**src/rtl/regbank_exec_seq.sv**
```systemverilog
// Multi-cycle execute sequencer mastering the 4x32 register bank: read, execute, write back.
// Optional iterative multiplier for op 7 is compiled in with `define ALU_MUL_EN.
module regbank_exec_seq #(
    parameter int DW = 32,
    parameter int AW = 2
) (
    input  logic          clk,
    input  logic          rst,
    input  logic          op_valid,
    output logic          op_ready,
    input  logic [2:0]    op_code,
    input  logic [AW-1:0] op_rd,
    input  logic [AW-1:0] op_rs1,
    input  logic [AW-1:0] op_rs2,
    output logic [AW-1:0] ra1,
    output logic [AW-1:0] ra2,
    input  logic [DW-1:0] rdata1,
    input  logic [DW-1:0] rdata2,
    output logic          write,
    output logic [AW-1:0] wa,
    output logic [DW-1:0] wdata,
    output logic          done,
    output logic          err
);

    typedef enum logic [2:0] {
        S_IDLE,
        S_READ,
        S_EXEC,
        S_WB
`ifdef ALU_MUL_EN
        , S_MUL
`endif
    } state_t;

    state_t        state;
    logic [2:0]    code_q;
    logic [AW-1:0] rd_q;
    logic [DW-1:0] opa, opb;
    logic [DW-1:0] alu_res;
    logic          alu_err;

`ifdef ALU_MUL_EN
    localparam int CW = $clog2(DW);
    logic [DW-1:0] acc, acc_next;
    logic [CW-1:0] cnt;

    // opa doubles as the shifted multiplicand and opb as the shifted multiplier
    assign acc_next = acc + (opb[0] ? opa : '0);
`endif

    assign op_ready = (state == S_IDLE);

    always_comb begin
        alu_res = '0;
        alu_err = 1'b0;
        case (code_q)
            3'd0:    alu_res = opa + opb;
            3'd1:    alu_res = opa - opb;
            3'd2:    alu_res = opa & opb;
            3'd3:    alu_res = opa | opb;
            3'd4:    alu_res = opa ^ opb;
            3'd5:    alu_res = opa << opb[4:0];
            3'd6:    alu_res = opa >> opb[4:0];
            default: alu_err = 1'b1;
        endcase
    end

    always_ff @(posedge clk or posedge rst) begin
        if (rst) begin
            state  <= S_IDLE;
            code_q <= '0;
            rd_q   <= '0;
            ra1    <= '0;
            ra2    <= '0;
            opa    <= '0;
            opb    <= '0;
            write  <= 1'b0;
            wa     <= '0;
            wdata  <= '0;
            done   <= 1'b0;
            err    <= 1'b0;
`ifdef ALU_MUL_EN
            acc    <= '0;
            cnt    <= '0;
`endif
        end else begin
            // strobes are single-cycle; wa/wdata hold outside WB
            write <= 1'b0;
            done  <= 1'b0;
            err   <= 1'b0;
            case (state)
                S_IDLE: begin
                    if (op_valid) begin
                        code_q <= op_code;
                        rd_q   <= op_rd;
                        ra1    <= op_rs1;
                        ra2    <= op_rs2;
                        state  <= S_READ;
                    end
                end
                S_READ: begin
                    opa   <= rdata1;
                    opb   <= rdata2;
                    state <= S_EXEC;
                end
                S_EXEC: begin
`ifdef ALU_MUL_EN
                    if (code_q == 3'd7) begin
                        acc   <= '0;
                        cnt   <= '0;
                        state <= S_MUL;
                    end else
`endif
                    begin
                        write <= 1'b1;
                        wa    <= rd_q;
                        wdata <= alu_res;
                        done  <= 1'b1;
                        err   <= alu_err;
                        state <= S_WB;
                    end
                end
`ifdef ALU_MUL_EN
                S_MUL: begin
                    acc <= acc_next;
                    opa <= opa << 1;
                    opb <= opb >> 1;
                    cnt <= cnt + 1'b1;
                    if (cnt == CW'(DW - 1)) begin
                        write <= 1'b1;
                        wa    <= rd_q;
                        wdata <= acc_next;
                        done  <= 1'b1;
                        state <= S_WB;
                    end
                end
`endif
                S_WB:    state <= S_IDLE;
                default: state <= S_IDLE;
            endcase
        end
    end

endmodule

```
**config.mk**
```make
export PLATFORM = sky130hd
export DESIGN_NAME = regbank_exec_seq
export DESIGN_NICKNAME = d
export VERILOG_FILES = /design/src/rtl/regbank_exec_seq.sv
export SDC_FILE = /design/constraint.sdc
export NUM_CORES = 1
export LEC_CHECK = 0
export BUFFER_PORTS_ARGS = -buffer_cell sky130_fd_sc_hd__buf_2
export CAP_MARGIN = 20
export CORE_MARGIN = 2
export CORE_UTILIZATION = 60
export DETAILED_ROUTE_END_ITERATION = 10
export PLACE_DENSITY = 0.81
export SLEW_MARGIN = 20
export SYNTH_ARGS = -nofsm -noshare
export SYNTH_HDL_FRONTEND = slang
export SYNTH_SLANG_ARGS = --single-unit
```
**constraint.sdc**
```tcl
create_clock -name clk -period 5.75 [get_ports clk]
set_input_delay 0.2875 -clock clk [delete_from_list [all_inputs] [get_ports clk]]
set_output_delay 0.2875 -clock clk [all_outputs]
set_load 0.01 [all_outputs]
```
==> impl.org <==
** Outcome
- Result of the run :: complete, but fails checks
- The checks that failed: hold timing.

** Global route
- The first global-routing pass estimated ~63000 µm of wire.
- Number of global-route vias before repair :: 10400
- Global Route Usage Sum :: between 40% and 50%
- The initial antenna violation count was 1.
- Overflow left after global routing :: 0
- Entering global routing, the biggest net connects about 120 pins.

** Clocking
- Clock buffer count from CTS :: 9
- The number of setup buffers added after CTS is 0.
- CTS H-Tree Depth :: 3
- Root Buffer Master :: sky130_fd_sc_hd__clkbuf_16
- Clock tree from TritonCTS :: yes
- For this design, the CTS-stage hold fixing added 0 buffers.
- At the later pin of the worst-skew pair, clock insertion delay measures roughly 0.37 ns.
- Deepest clock path buffer count :: 2
- Post-CTS resize count :: 0
- Clock slew at reported path FFs :: ~0.090 ns
- CTS sink cnt :: about 110

** Hold path
- The min-delay analysis places its worst path in the category primary input to asynchronous set/reset pin.

** Floorplan
- In this run the core area contains 50 standard-cell rows.
- The floorplan step defined a core boundary enclosing around 19000 µm².
- Pin placement for this block handled 118 I/O pins.
- Die X :: around 140 µm
- Die boundary height :: 141 µm
- The floorplan step defined a die boundary enclosing about 20000 µm².
- Initial Util :: ~60%

** Placed design
- Final weighted congestion of routability-driven global placement :: roughly 1.1
- Post-detailed-placement half-perimeter wirelength :: 31900 µm
- Port buffering added roughly 120 buffers.

** Setup path
- Crit path capture type :: flop
- Traced cell by cell, the critical path runs through inv_2 > ha_1 > nand2_1 > or4_1 > or3_1 > or2_1 > o21ai_1 > xnor2_1 > ha_1 > nand2_1 > or3_1 > a31oi_1 > nand3_1 > nand4_1 > nand3_1 > nand3_1 > or3b_1.
- Critical path launch point type :: flop
- R2R Setup Slk :: 1.09 ns
- In this design, the largest share of critical-path delay is due to simple AND/OR/NAND/NOR gates.
- In this run the worst path has a maximum fanout of 33.
- Slowest CP cell :: sky130_fd_sc_hd__dfrtp_4
- The most numerous cell type found on the critical path is sky130_fd_sc_hd__nand3_1.
- Data arrives at the worst endpoint at between 4 and 5 ns.
- The worst register-to-register path begins at opb[1].
- Crit path largest cell delay :: around 0.66 ns
- The endpoint identified for the worst register-to-register timing path is wdata[31].
- Data on the critical path is required at its endpoint by 6.00 ns.
- Buffers and inverters on the worst path :: 1
- The number of cells on the worst reg-to-reg path is 17.
- Kind of critical path :: flop to flop

** STA
- Subtracting the final worst setup slack from the clock period gives between 4 and 5 ns.
- Fin Clk Skew :: approximately 0.019 ns
- Slew HR :: between 30% and 40%
- Setup repair after global routing left no endpoint under its margin.
- Max Fclk :: 215 MHz
- For the pin with the worst max-slew slack, the measured transition is 0.941 ns.
- Setup violations remaining at the end of the flow were counted as 0.
- The count of endpoints failing hold in the final timing report came to 18.
- Of the available clock period, the critical path in the final layout requires about four fifths.
- Worst hold slack :: -0.0260 ns
- Final TNS setup :: 0 ns
- The number of pins exceeding their max-slew limit in the final report was 0.

** Layout
- Counting the fill cells in the layout gives between 1500 and 2000.
- Multi-input gate area in the final layout :: just under 8000 µm²
- From synthesis to final layout, the design area changed by 9.06%.
- The final layout contains roughly 1600 nets.
- FF+latch area :: 2780 µm²
- Fraction of final layout cells sized beyond drive strength 1 :: between 15 and 20%

** Synthesis
- For this run, the leading register cell type out of synthesis is sky130_fd_sc_hd__dfrtp_1.
- After synthesis the cells add up to roughly 11000 µm².
- The average instance in the mapped netlist occupies around 8.3 µm².
- Counting every instance in the synthesized netlist gives around 1400.
- The netlist uses 69 different library cells.
- EDFF count, synth :: 0
- Synthesized net count :: approximately 1500
- After synthesis, the share of flip-flops with an asynchronous set or reset is 100%.
- Warning count from the yosys run :: 0
- Flops & latches, synth :: about 110
- Summing the sequential cell areas from Yosys gives about a quarter of the chip area.

** Drt
- Avg WL per Cell :: ~25 µm
- For this block, the initial DRC count from the detailed router was around 1400.
- The routed layout has approximately 11000 vias.
- Count of TritonRoute iterations in the first routing pass :: 6
- Drt total wl :: around 42000 µm
- Final antenna-violating net count :: 0
- DRC :: 0
- Via-to-Cell Ratio :: just under 7

** Flow run
- Max_cap viols :: 0
-- through the flow --
step	worst slack [ns]	std cells	hold slack [ns]	util, %	instance area [µm²]
CTS	1.15	1656	0.00687	66.3	12400
global route	0.773	1656	0.0477	66.3	12400
finish	1.09	1657	-0.0260	66.3	12400
floorplan	1.11	1358	0.374	-	11300
global placement	1.30	1640	0.385	64.7	12100
detailed placement	1.17	1640	0.399	64.7	12100
-- how the worst max path moves through the flow --
stage            from         to  slack, ns  cells after the start
2_1_floorplan  opb[0]  wdata[26]       1.11                     19
3_3_place_gp   opb[1]  wdata[31]       1.30                     17
3_5_place_dp   opb[1]  wdata[31]       1.17                     17
4_1_cts        opb[1]  wdata[31]       1.15                     17
5_1_grt        opb[1]  wdata[21]       0.77                     15
6_report       opb[1]  wdata[31]       1.09                     17
-- cell type report --
cell class                 instances  share of cell area, %
clock buffer                      11                   2.05
sequential                       111                   22.5
antenna                            1                 0.0203
clock inverter                     5                  0.314
timing repair buffer             142                   6.26
tap                              234                   2.37
inverter                          82                   2.51
multi-input combinational       1071                   63.9
-- worst register-to-register path, stage by stage (launching register included) --
cell and delay, ns:
sky130_fd_sc_hd__dfrtp_4 0.66, sky130_fd_sc_hd__inv_2 0.20, sky130_fd_sc_hd__ha_1 0.21, sky130_fd_sc_hd__nand2_1 0.11, sky130_fd_sc_hd__or4_1 0.52, sky130_fd_sc_hd__or3_1 0.37, sky130_fd_sc_hd__or2_1 0.31, sky130_fd_sc_hd__o21ai_1 0.16
sky130_fd_sc_hd__xnor2_1 0.09, sky130_fd_sc_hd__ha_1 0.37, sky130_fd_sc_hd__nand2_1 0.09, sky130_fd_sc_hd__or3_1 0.33, sky130_fd_sc_hd__a31oi_1 0.23, sky130_fd_sc_hd__nand3_1 0.16, sky130_fd_sc_hd__nand4_1 0.16, sky130_fd_sc_hd__nand3_1 0.12
sky130_fd_sc_hd__nand3_1 0.09, sky130_fd_sc_hd__or3b_1 0.35
-- synthesized netlist by cell type (12+ instances only) --
master	instances	area share, %
sky130_fd_sc_hd__mux2_2	25	2.5
sky130_fd_sc_hd__nor3_1	17	0.75
sky130_fd_sc_hd__a31oi_1	15	0.83
sky130_fd_sc_hd__o21ai_0	121	5.3
sky130_fd_sc_hd__a21oi_1	93	4.1
sky130_fd_sc_hd__nand2_1	149	4.9
sky130_fd_sc_hd__ha_1	100	11
sky130_fd_sc_hd__a21o_1	12	0.80
sky130_fd_sc_hd__a221oi_1	14	1.1
sky130_fd_sc_hd__a22oi_1	32	2.1
sky130_fd_sc_hd__o22ai_1	39	2.2
sky130_fd_sc_hd__a221o_1	14	1.2
sky130_fd_sc_hd__mux4_2	47	9.3
sky130_fd_sc_hd__mux2i_1	44	3.9
sky130_fd_sc_hd__inv_1	77	2.6
sky130_fd_sc_hd__nand3_1	20	0.88
sky130_fd_sc_hd__buf_1	16	0.53
sky130_fd_sc_hd__o21ai_1	19	0.84
sky130_fd_sc_hd__clkbuf_1	70	2.3
sky130_fd_sc_hd__nor2_1	126	4.2
sky130_fd_sc_hd__xnor2_1	48	3.7
sky130_fd_sc_hd__dfrtp_1	111	25
-- state kept, by name, summed over array words and instances, names as in the netlist --
register	flops
err	1
opa	32
rd_q	2
ra1	2
done	1
ra2	2
code_q	3
wa	2
wdata	32
state	2
opb	32
-- cell usage in the layout, fill, tap and decap left out, types with 3 or more instances in the layout --
master                      synthesis  layout
sky130_fd_sc_hd__a21o_1            12      12
sky130_fd_sc_hd__nand2_1          149     149
sky130_fd_sc_hd__xnor2_1           48      48
sky130_fd_sc_hd__nor4_1             3       3
sky130_fd_sc_hd__o221ai_1          10      10
sky130_fd_sc_hd__and3_1             3       3
sky130_fd_sc_hd__a21oi_1           93      93
sky130_fd_sc_hd__o21a_1             3       3
sky130_fd_sc_hd__o31ai_1            8       8
sky130_fd_sc_hd__nor3_1            17      17
sky130_fd_sc_hd__mux4_2            47      47
sky130_fd_sc_hd__o22ai_1           39      39
sky130_fd_sc_hd__nand4_1            3       3
sky130_fd_sc_hd__mux2_2            25      25
sky130_fd_sc_hd__o211ai_1           6       6
sky130_fd_sc_hd__nor2_1           126     125
sky130_fd_sc_hd__nand3_1           20      20
sky130_fd_sc_hd__o22a_1             3       3
sky130_fd_sc_hd__a211oi_1          11      11
sky130_fd_sc_hd__a22oi_1           32      32
sky130_fd_sc_hd__buf_2              7     117
sky130_fd_sc_hd__inv_2              3       3
sky130_fd_sc_hd__nand2b_1           6       6
sky130_fd_sc_hd__clkbuf_16          0       9
sky130_fd_sc_hd__or3_1              7       7
sky130_fd_sc_hd__o21ai_0          121     121
sky130_fd_sc_hd__a211o_1            9       9
sky130_fd_sc_hd__a221oi_1          14      14
sky130_fd_sc_hd__o32ai_1            5       5
sky130_fd_sc_hd__buf_4              1      25
sky130_fd_sc_hd__dfrtp_1          111     108
sky130_fd_sc_hd__a221o_1           14      14
sky130_fd_sc_hd__a31oi_1           15      15
sky130_fd_sc_hd__mux2i_1           44      44
sky130_fd_sc_hd__inv_1             77      76
sky130_fd_sc_hd__xor2_1             5       5
sky130_fd_sc_hd__o21ai_1           19      19
sky130_fd_sc_hd__o2bb2ai_1         11      11
sky130_fd_sc_hd__nor2b_1           10       9
sky130_fd_sc_hd__ha_1             100      99
-- cell families after synthesis --
kind of cell / Yosys count / synth area share (%)
AOI/OAI and AO/OA: 439 / 24.4
buffers and inverters: 176 / 5.94
and+or+nand+nor: 361 / 13.9
xor gates and xnor gates: 54 / 4.24
DFF: 111 / 24.5
muxes: 116 / 15.7
adders and majority gates: 101 / 11.2
-- metal layers --
metal  vias up  wire [µm]  GRT usage [%]
met5         -         13              0
met2       793      17100           59.7
li1       5092          -              -
met1      5301      16600           58.1
met4         2       1660           15.5
met3       134       6490           16.3
Power is left out: the tool's default activity adds up to more than one toggle a clock period on the data nets, which glitch-free logic cannot reach.
